## config.mk

```make
export PLATFORM = sky130hd
export DESIGN_NAME = rv64_wb_unit
export DESIGN_NICKNAME = d
export VERILOG_FILES = /design/src/rtl/rv64_pkg.sv /design/src/rtl/rv64_wb_fifo.sv /design/src/rtl/rv64_wb_unit.sv
export SDC_FILE = /design/constraint.sdc
export NUM_CORES = 1
export LEC_CHECK = 0
export CELL_PAD_IN_SITES_DETAIL_PLACEMENT = 1
export CELL_PAD_IN_SITES_GLOBAL_PLACEMENT = 2
export CORE_AREA = 4 4 160 193
export CTS_CLUSTER_DIAMETER = 30
export DETAILED_ROUTE_END_ITERATION = 16
export DIE_AREA = 0 0 164 197
export PLACE_DENSITY_LB_ADDON = 0.1
export SLEW_MARGIN = 20
export SYNTH_ARGS = -nofsm -noshare
export SYNTH_HDL_FRONTEND = slang
export SYNTH_SLANG_ARGS = --single-unit
```

## constraint.sdc

```tcl
create_clock -name clk -period 4.5 [get_ports clk]
set_input_delay 0.675 -clock clk [delete_from_list [all_inputs] [get_ports clk]]
set_output_delay 0.675 -clock clk [all_outputs]
set_load 0.01 [all_outputs]
```

## src/rtl/rv64_pkg.sv

```systemverilog
// Shared rv64 definitions: datapath width, load funct3 encodings and the
// writeback request record used by the writeback unit and its FIFO.
package rv64_pkg;

   localparam int XLEN = 64;

   localparam logic [2:0] FUNCT3_LB  = 3'b000;
   localparam logic [2:0] FUNCT3_LH  = 3'b001;
   localparam logic [2:0] FUNCT3_LW  = 3'b010;
   localparam logic [2:0] FUNCT3_LD  = 3'b011;
   localparam logic [2:0] FUNCT3_LBU = 3'b100;
   localparam logic [2:0] FUNCT3_LHU = 3'b101;
   localparam logic [2:0] FUNCT3_LWU = 3'b110;

   typedef struct packed {
      logic [4:0]      rd;
      logic [XLEN-1:0] data;
   } wb_req_t;

endpackage

```

## src/rtl/rv64_wb_fifo.sv

```systemverilog
// Synchronous FIFO of pending ALU writebacks. Pointers carry a wrap bit so
// full and empty are distinguished without a counter; push and pop may
// coincide, including when full.
module rv64_wb_fifo
   import rv64_pkg::*;
#(
   parameter int DEPTH = 2
) (
   input  logic    clk,
   input  logic    rst,
   input  logic    push,
   input  wb_req_t push_req,
   input  logic    pop,
   output wb_req_t head,
   output logic    full,
   output logic    empty
);

   localparam int AW = $clog2(DEPTH);

   wb_req_t       mem [DEPTH];
   logic [AW:0]   wr_ptr;
   logic [AW:0]   rd_ptr;
   logic          do_push;
   logic          do_pop;

   assign empty   = (wr_ptr == rd_ptr);
   assign full    = (wr_ptr[AW] != rd_ptr[AW]) && (wr_ptr[AW-1:0] == rd_ptr[AW-1:0]);
   assign do_pop  = pop && !empty;
   // A pop in the same cycle frees the slot the push is about to use.
   assign do_push = push && (!full || do_pop);
   assign head    = mem[rd_ptr[AW-1:0]];

   always_ff @(posedge clk or posedge rst) begin
      if (rst) begin
         wr_ptr <= '0;
         rd_ptr <= '0;
      end else begin
         if (do_push) wr_ptr <= wr_ptr + 1'b1;
         if (do_pop)  rd_ptr <= rd_ptr + 1'b1;
      end
   end

   always_ff @(posedge clk) begin
      if (do_push) mem[wr_ptr[AW-1:0]] <= push_req;
   end

endmodule

```

## src/rtl/rv64_wb_unit.sv

```systemverilog
// Integer register-file writeback: extends load data, arbitrates loads over
// buffered/bypassed ALU results, registers one write per cycle.
// Optional decode forwarding of the in-flight write under `WB_FWD_EN.
module rv64_wb_unit
   import rv64_pkg::*;
#(
   parameter int XLEN           = rv64_pkg::XLEN,
   parameter int ALU_FIFO_DEPTH = 2
) (
   input  logic            clk,
   input  logic            rst,
   input  logic            alu_valid,
   output logic            alu_ready,
   input  logic [4:0]      alu_rd,
   input  logic [XLEN-1:0] alu_data,
   input  logic            ld_valid,
   output logic            ld_ready,
   input  logic [4:0]      ld_rd,
   input  logic [2:0]      ld_funct3,
   input  logic [XLEN-1:0] ld_data,
   output logic            wb_en,
   output logic [4:0]      wb_rd,
   output logic [XLEN-1:0] wb_data,
`ifdef WB_FWD_EN
   input  logic [4:0]      fwd_rs1_index,
   input  logic [4:0]      fwd_rs2_index,
   output logic            fwd_rs1_hit,
   output logic            fwd_rs2_hit,
   output logic [XLEN-1:0] fwd_rs1_data,
   output logic [XLEN-1:0] fwd_rs2_data,
`endif
   output logic            alu_pending
);

   logic            ld_keep;
   logic            alu_keep;
   logic [XLEN-1:0] ld_ext;
   logic            fifo_push;
   logic            fifo_pop;
   logic            fifo_full;
   logic            fifo_empty;
   wb_req_t         fifo_head;
   wb_req_t         alu_req;
   logic            wr_en;
   wb_req_t         wr_req;

   assign ld_ready  = 1'b1;
   // Results for x0 complete their handshake but are dropped here.
   assign ld_keep   = ld_valid && (ld_rd != 5'd0);
   assign fifo_pop  = !ld_keep && !fifo_empty;
   assign alu_ready = !rst && (!fifo_full || fifo_pop);
   assign alu_keep  = alu_valid && alu_ready && (alu_rd != 5'd0);
   assign alu_req   = '{rd: alu_rd, data: alu_data};
   assign fifo_push = alu_keep && (ld_keep || !fifo_empty);
   assign alu_pending = !fifo_empty;

   always_comb begin
      ld_ext = ld_data;
      unique case (ld_funct3)
         FUNCT3_LB:  ld_ext = {{(XLEN-8){ld_data[7]}},   ld_data[7:0]};
         FUNCT3_LH:  ld_ext = {{(XLEN-16){ld_data[15]}}, ld_data[15:0]};
         FUNCT3_LW:  ld_ext = {{(XLEN-32){ld_data[31]}}, ld_data[31:0]};
         FUNCT3_LBU: ld_ext = {{(XLEN-8){1'b0}},  ld_data[7:0]};
         FUNCT3_LHU: ld_ext = {{(XLEN-16){1'b0}}, ld_data[15:0]};
         FUNCT3_LWU: ld_ext = {{(XLEN-32){1'b0}}, ld_data[31:0]};
         default:    ld_ext = ld_data;
      endcase
   end

   always_comb begin
      wr_en  = 1'b0;
      wr_req = '0;
      if (ld_keep) begin
         wr_en  = 1'b1;
         wr_req = '{rd: ld_rd, data: ld_ext};
      end else if (!fifo_empty) begin
         wr_en  = 1'b1;
         wr_req = fifo_head;
      end else if (alu_keep) begin
         wr_en  = 1'b1;
         wr_req = alu_req;
      end
   end

   rv64_wb_fifo #(
      .DEPTH (ALU_FIFO_DEPTH)
   ) u_fifo (
      .clk      (clk),
      .rst      (rst),
      .push     (fifo_push),
      .push_req (alu_req),
      .pop      (fifo_pop),
      .head     (fifo_head),
      .full     (fifo_full),
      .empty    (fifo_empty)
   );

   always_ff @(posedge clk or posedge rst) begin
      if (rst) begin
         wb_en   <= 1'b0;
         wb_rd   <= '0;
         wb_data <= '0;
      end else begin
         wb_en   <= wr_en;
         wb_rd   <= wr_req.rd;
         wb_data <= wr_req.data;
      end
   end

`ifdef WB_FWD_EN
   assign fwd_rs1_hit  = wb_en && (wb_rd == fwd_rs1_index) && (fwd_rs1_index != 5'd0);
   assign fwd_rs2_hit  = wb_en && (wb_rd == fwd_rs2_index) && (fwd_rs2_index != 5'd0);
   assign fwd_rs1_data = wb_data;
   assign fwd_rs2_data = wb_data;
`endif

endmodule

```

==> results of run 1 <==
==> cells by family after synthesis <==
logic type / Yosys count / synth area share, %
and+or+nand+nor: 104 / 5.63
buffers and inverters: 53 / 2.84
DFF: 212 / 69.8
muxes: 71 / 8.75
AOI/OAI and AO/OA: 178 / 12.3
xor gates and xnor gates: 6 / 0.612
other: 1 / 0.0437
==> routing by layer <==
layer  wire length, um  vias up  track usage (%)
li1                  -     2812                -
met2             13100      172             28.0
met3              1620       42             4.77
met4               457        6             4.72
met5                42        -                0
met1             10100     2972             18.4
==> final timing paths <==
| check | start | end | slack (ns) | depth (start not counted) |
|---|---|---|---|---|
| min in group asynchronous | rst | wb_data[62] | 0.61 | 2 |
| worst max register to register | u_fifo.rd_ptr[0] | wb_data[6] | 1.97 | 6 |
| worst min register to register | u_fifo.wr_ptr[1] | u_fifo.wr_ptr[1] | 0.54 | 1 |
| max in group asynchronous | rst | wb_data[3] | 3.03 | 3 |
| worst max-delay path | u_fifo.rd_ptr[0] | alu_pending | 0.94 | 5 |
| worst min-delay path | u_fifo.wr_ptr[1] | u_fifo.wr_ptr[1] | 0.54 | 1 |
==> cells in the final DEF, fill, tap and decap left out, drive strengths merged, types with 32 or more instances in the layout <==
| master | n |
|---|---|
| dfrtp | 74 |
| a21oi | 91 |
| o21ai | 45 |
| nand2 | 51 |
| nor3 | 37 |
| clkdlybuf4s50 | 216 |
| edfxtp | 138 |
| clkbuf | 60 |
| mux2 | 32 |
| mux2i | 39 |
==> state kept, by name, indices dropped and copies added, names as in the netlist <==
register,count
u_fifo.mem,138
u_fifo.rd_ptr,2
u_fifo.wr_ptr,2
wb_data,64
wb_en,1
wb_rd,5
==> cell usage after synthesis, types with 6 or more instances <==
| cell | n | area, um2 |
|---|---|---|
| a211o_1 | 25 | 219 |
| o21ai_0 | 36 | 180 |
| nand2_1 | 51 | 191 |
| nor3_1 | 36 | 180 |
| o21ai_1 | 7 | 35.0 |
| mux2_2 | 32 | 360 |
| clkbuf_1 | 36 | 135 |
| a21oi_1 | 91 | 455 |
| nor2_1 | 6 | 22.5 |
| dfrtp_1 | 74 | 1850 |
| mux2i_1 | 39 | 390 |
| a221o_1 | 10 | 100 |
| edfxtp_1 | 138 | 4140 |
==> per-stage QoR <==
step	util [%]	worst slack, ns
detailed placement	38.8	0.820
finish	44.2	0.944
global placement	38.8	0.866
floorplan	-	0.411
global route	44.2	0.753
CTS	44.2	0.831
==> power breakdown <==
part	internal [mW]	total (mW)	switching, mW
clock network	2.24	3.28	1.04
registers	2.56	2.73	0.172
logic	1.11	2.29	1.18
total	5.91	8.29	2.39
==> worst max-delay path: stages (launching register included) <==
cell             delay [ns]
dfrtp_4                0.61
xnor2_1                0.30
nor2b_4                0.21
clkinv_1               0.30
buf_4                  0.37
clkdlybuf4s50_1        0.54
==> area by class of cell <==
cell class	instances	share of cell area (%)
sequential	212	47.2
timing repair buffer	231	17.9
clock inverter	22	2.26
antenna	1	0.0197
tap	385	3.79
multi-input combinational	360	18.8
clock buffer	60	9.87
inverter	4	0.128
==> metrics, run 1 <==
fillers 3,008; # placed instances 1,192; Max Cap Viol 0; Post-Synthesis Net Count 770; RSZ-0062 raised after global routing no; crit path time final 3.56 ns; final global-route overflow total 0; overall die width 164 um; placed instance area ~11,000 um2; drt wl/cell 19.9 um; Core ar. 28,800 um2; CTS Buffer Depth 3; DRC Markers 0; clk sink count 212; Via Count 6,004; worst min path class reg2reg; CTS Buf Count 44; die height 197 um; FF+latch count, synth 212; Mapped Area 8580 um2; Buffers on Ports approximately 220; number of global-route vias before repair 6,917; CTS tree done; final setup skew 0.0195 ns; pin count of the biggest net entering global routing 53; gp weighted congestion about 0.74; nature of the critical path startpoint register; Total Power just over 8 mW; Seq. cell area 6000 um2; HPWL Detailed 16,800 um; H-tree depth 2; Yosys warnings 0; # IOs 218; Post-synth top flop edfxtp_1; total negative slack 0 ns; crit end category primary output; status completed; post-route insts no fill around 1,300; final wirelength 25,400 um; Leak 4.79 nW; Setup Crit Path Kind reg2out; Tcrit/Tclk final 79.0%; VDD IR max 0.000340 V; ys async rst share 34.9%; Worst-Skew Late Latency roughly 0.52 ns; critical path data arrival time 2.88 ns; drt via density 4.71; hold slack 0.537 ns; DRT iter0 DRCs 219; share of cells above drive strength 1 14.8%; Yosys cell types 36; Worst slew margin approximately 33%; Worst Max-Slew Pin Slew 0.998 ns; fin area 12,700 um2; Post-synth EDFFs 138; CTS root buf clkbuf_16; f_max between 200 and 300 MHz; initial cell density of the core 29.9%; gr usage total 15.8%; WP data required between 3 and 4 ns; Final #Nets approximately 1,000; initial antenna violation count 3; Post-Syn Instances 625; final hold violations 0; # hold bufs at CTS 0; 1st-pass router iterations 4; syn_area_per_cell 13.7 um2; area grow syn2layout 48.0%; post-CTS sizing 0; first-pass GRT wire length around 39,000 um; register area share after synthesis 69.8%; Worst Path Max Fanout 27; num rows between 60 and 70; Reg clk slew, reported paths roughly 0.050 ns; Die ar. 32,300 um2; Final Max Slew Viols 0; antenna viol nets, final 0; Multi-input gate area 2390 um2; final setup violation count 0; PD cells 653 nW/um2; Post CTS Setup Buffer Count 0
Power figures use the tool's default switching activity.
==> run 2: changes to the inputs <==
==> constraint.sdc (replaced) <==
create_clock -name clk -period 2.95 [get_ports clk]
set_input_delay 0.4425 -clock clk [delete_from_list [all_inputs] [get_ports clk]]
set_output_delay 0.4425 -clock clk [all_outputs]
set_load 0.01 [all_outputs]
==> run 2 against run 1 <==
  * Clock-buffer cell count shrank 3
  * First-iteration DRC count fell by 22%
  * Flip-flop and latch count unchanged
  * Wire length is 3.2% higher
  * Sequential power is 50% higher
  * Critical endpoint unchanged
  * Register-to-register slack lost 1.3 ns
  * Global-route usage increased by 0.39 points
  * Die area is the same
==> metrics, run 2 (same netlist as run 1, synthesis figures left out) <==
CTS root buf clkbuf_16; drt wl/cell 20.2 um; VDD IR max approximately 0.00054 V; DRT iter0 DRCs 170; CTS Buf Count 48; CP startpoint u_fifo.rd_ptr[1]; drt via density 4.70; fin area 13,000 um2; routed length on met3 1700 um; Setup Crit Path Kind reg2out; first-pass GRT wire length 40,700 um; clk sink count 212; share of cells above drive strength 1 16.5%; Core ar. 28,800 um2; # IOs 218; final hold violations 0; CTS Buffer Depth 3; Worst-Skew Late Latency approximately 0.53 ns; Worst Max-Slew Pin Slew 0.844 ns; Worst Path Max Fanout 3; Int Power 9.41 mW; area grow syn2layout 51.9%; WP data required 2.51 ns; Util after Layout 45.3%; pin count of the biggest net entering global routing 62; Critical Path Slowest Stage Cell clkdlybuf4s50_1; Largest register FFs between 100 and 150; critical path endpoint alu_pending; CP Cell Sequence xor2_1 > nor2b_4 > clkinv_1 > clkdlybuf4s50_1; Total Power 13.2 mW; worst-case reg-to-reg path depth 7; num rows 68; top sig layer met5; antenna viol nets, final 0; R2R Path Start u_fifo.rd_ptr[1]; crit path time final roughly 2.7 ns; H-tree depth 2; HPWL Detailed 17,400 um; initial antenna violation count 1; RSZ-0062 raised after global routing no; Leak 4.96 nW; PD cells just over 1000 nW/um2; crit end category primary output; worst min path class in2async; f_max 372 MHz; critical path data arrival time 2.25 ns; placed instance area 11,400 um2; Max Cap Viol 0; Via Count 6,081; Reg power frac 31.0%; Metal-1 WL roughly 11,000 um; final global-route overflow total 0; Switching Share 28.8%; 1st-pass router iterations 4; Reg-to-Reg End wb_rd[1]; Reg clk slew, reported paths about 0.050 ns; Largest stage delay, worst path 0.59 ns; final setup skew ~0.027 ns; Reg2Reg Setup Slack around 0.63 ns; Logic pwr share 27.9%; overall die width 164 um; status completed; Buffers on Ports between 200 and 250; Final Max Slew Viols 0; sw power 3.80 mW; gp weighted congestion between 0.7 and 0.8; most common cell after layout, fill and taps aside clkdlybuf4s50_1; Tcrit/Tclk final 91.1%; # hold bufs at CTS 0; fillers slightly below 3,000; Clk pwr share approximately two fifths; nature of the critical path startpoint register; met2 wire length 13,200 um; final wirelength about 26,000 um; Final #Nets 1,014; final setup violation count 0; die height 197 um; Die ar. 32,300 um2; CTS tree done; DRC Markers 0; number of global-route vias before repair between 7,000 and 8,000; initial cell density of the core 29.9%; Worst slew margin a little over two fifths; gr usage total 16.2%; most frequent cells in the layout clkdlybuf4s50_1, edfxtp_1, a21oi_1
==> run 2: worst min-delay path by stage <==
stage	endpoint	start
3_5_place_dp	u_fifo.wr_ptr[1]	u_fifo.wr_ptr[1]
3_3_place_gp	u_fifo.rd_ptr[1]	u_fifo.rd_ptr[1]
2_1_floorplan	u_fifo.rd_ptr[1]	u_fifo.rd_ptr[1]
5_1_grt	wb_rd[3]	rst
4_1_cts	wb_rd[3]	rst
6_report	u_fifo.rd_ptr[1]	rst
==> run 2: layout make-up <==
class	count	area [um2]	area share, %
sequential	212	6000	46.0
multi-input combinational	360	2400	18.4
inverter	4	16.3	0.125
clock inverter	31	380	2.92
antenna	1	2.50	0.0192
clock buffer	57	1290	9.86
timing repair buffer	243	2470	18.9
tap	385	482	3.69
==> run 2: repair_timing <==
item,in CTS,in global routing
resized for setup,0,1
buffers inserted,0,0
endpoints found under the setup margin,0,1
endpoints found under the hold margin,0,0
==> run 2: worst max-delay path, delay by kind of cell, from the launching register on <==
| family | cells | cell delay (ns) |
|---|---|---|
| DFF | 1 | 0.42 |
| xor gates and xnor gates | 1 | 0.55 |
| buffers and inverters | 2 | 0.67 |
| and+or+nand+nor | 1 | 0.08 |
==> run 2: metrics by stage <==
stage | instances | worst slack, ns | TNS, ns | hold WS [ns]
global placement | 1204 | 0.0247 | 0 | 0.518
CTS | 1292 | 0.0381 | 0 | 0.389
detailed placement | 1204 | -0.00615 | -0.0721 | 0.537
finish | 1293 | 0.262 | 0 | 0.383
floorplan | 625 | -0.147 | -18.31 | 0.501
global route | 1292 | 0.164 | 0 | 0.444
==> run 2: power by group through the flow <==
stage	combinational (mW)	clock [mW]	sequential, mW
2_1_floorplan	1.79	0	4.32
3_3_place_gp	3.69	0	4.12
3_5_place_dp	3.74	0	4.15
4_1_cts	3.77	5.55	4.11
5_1_grt	4.00	5.72	4.16
6_report	3.69	5.42	4.09
==> run 2: per-layer routing <==
| layer | vias up | GRT usage, % |
|---|---|---|
| met5 | - | 0 |
| met3 | 42 | 4.46 |
| li1 | 2846 | - |
| met1 | 3002 | 19.4 |
| met4 | 2 | 4.41 |
| met2 | 189 | 28.6 |
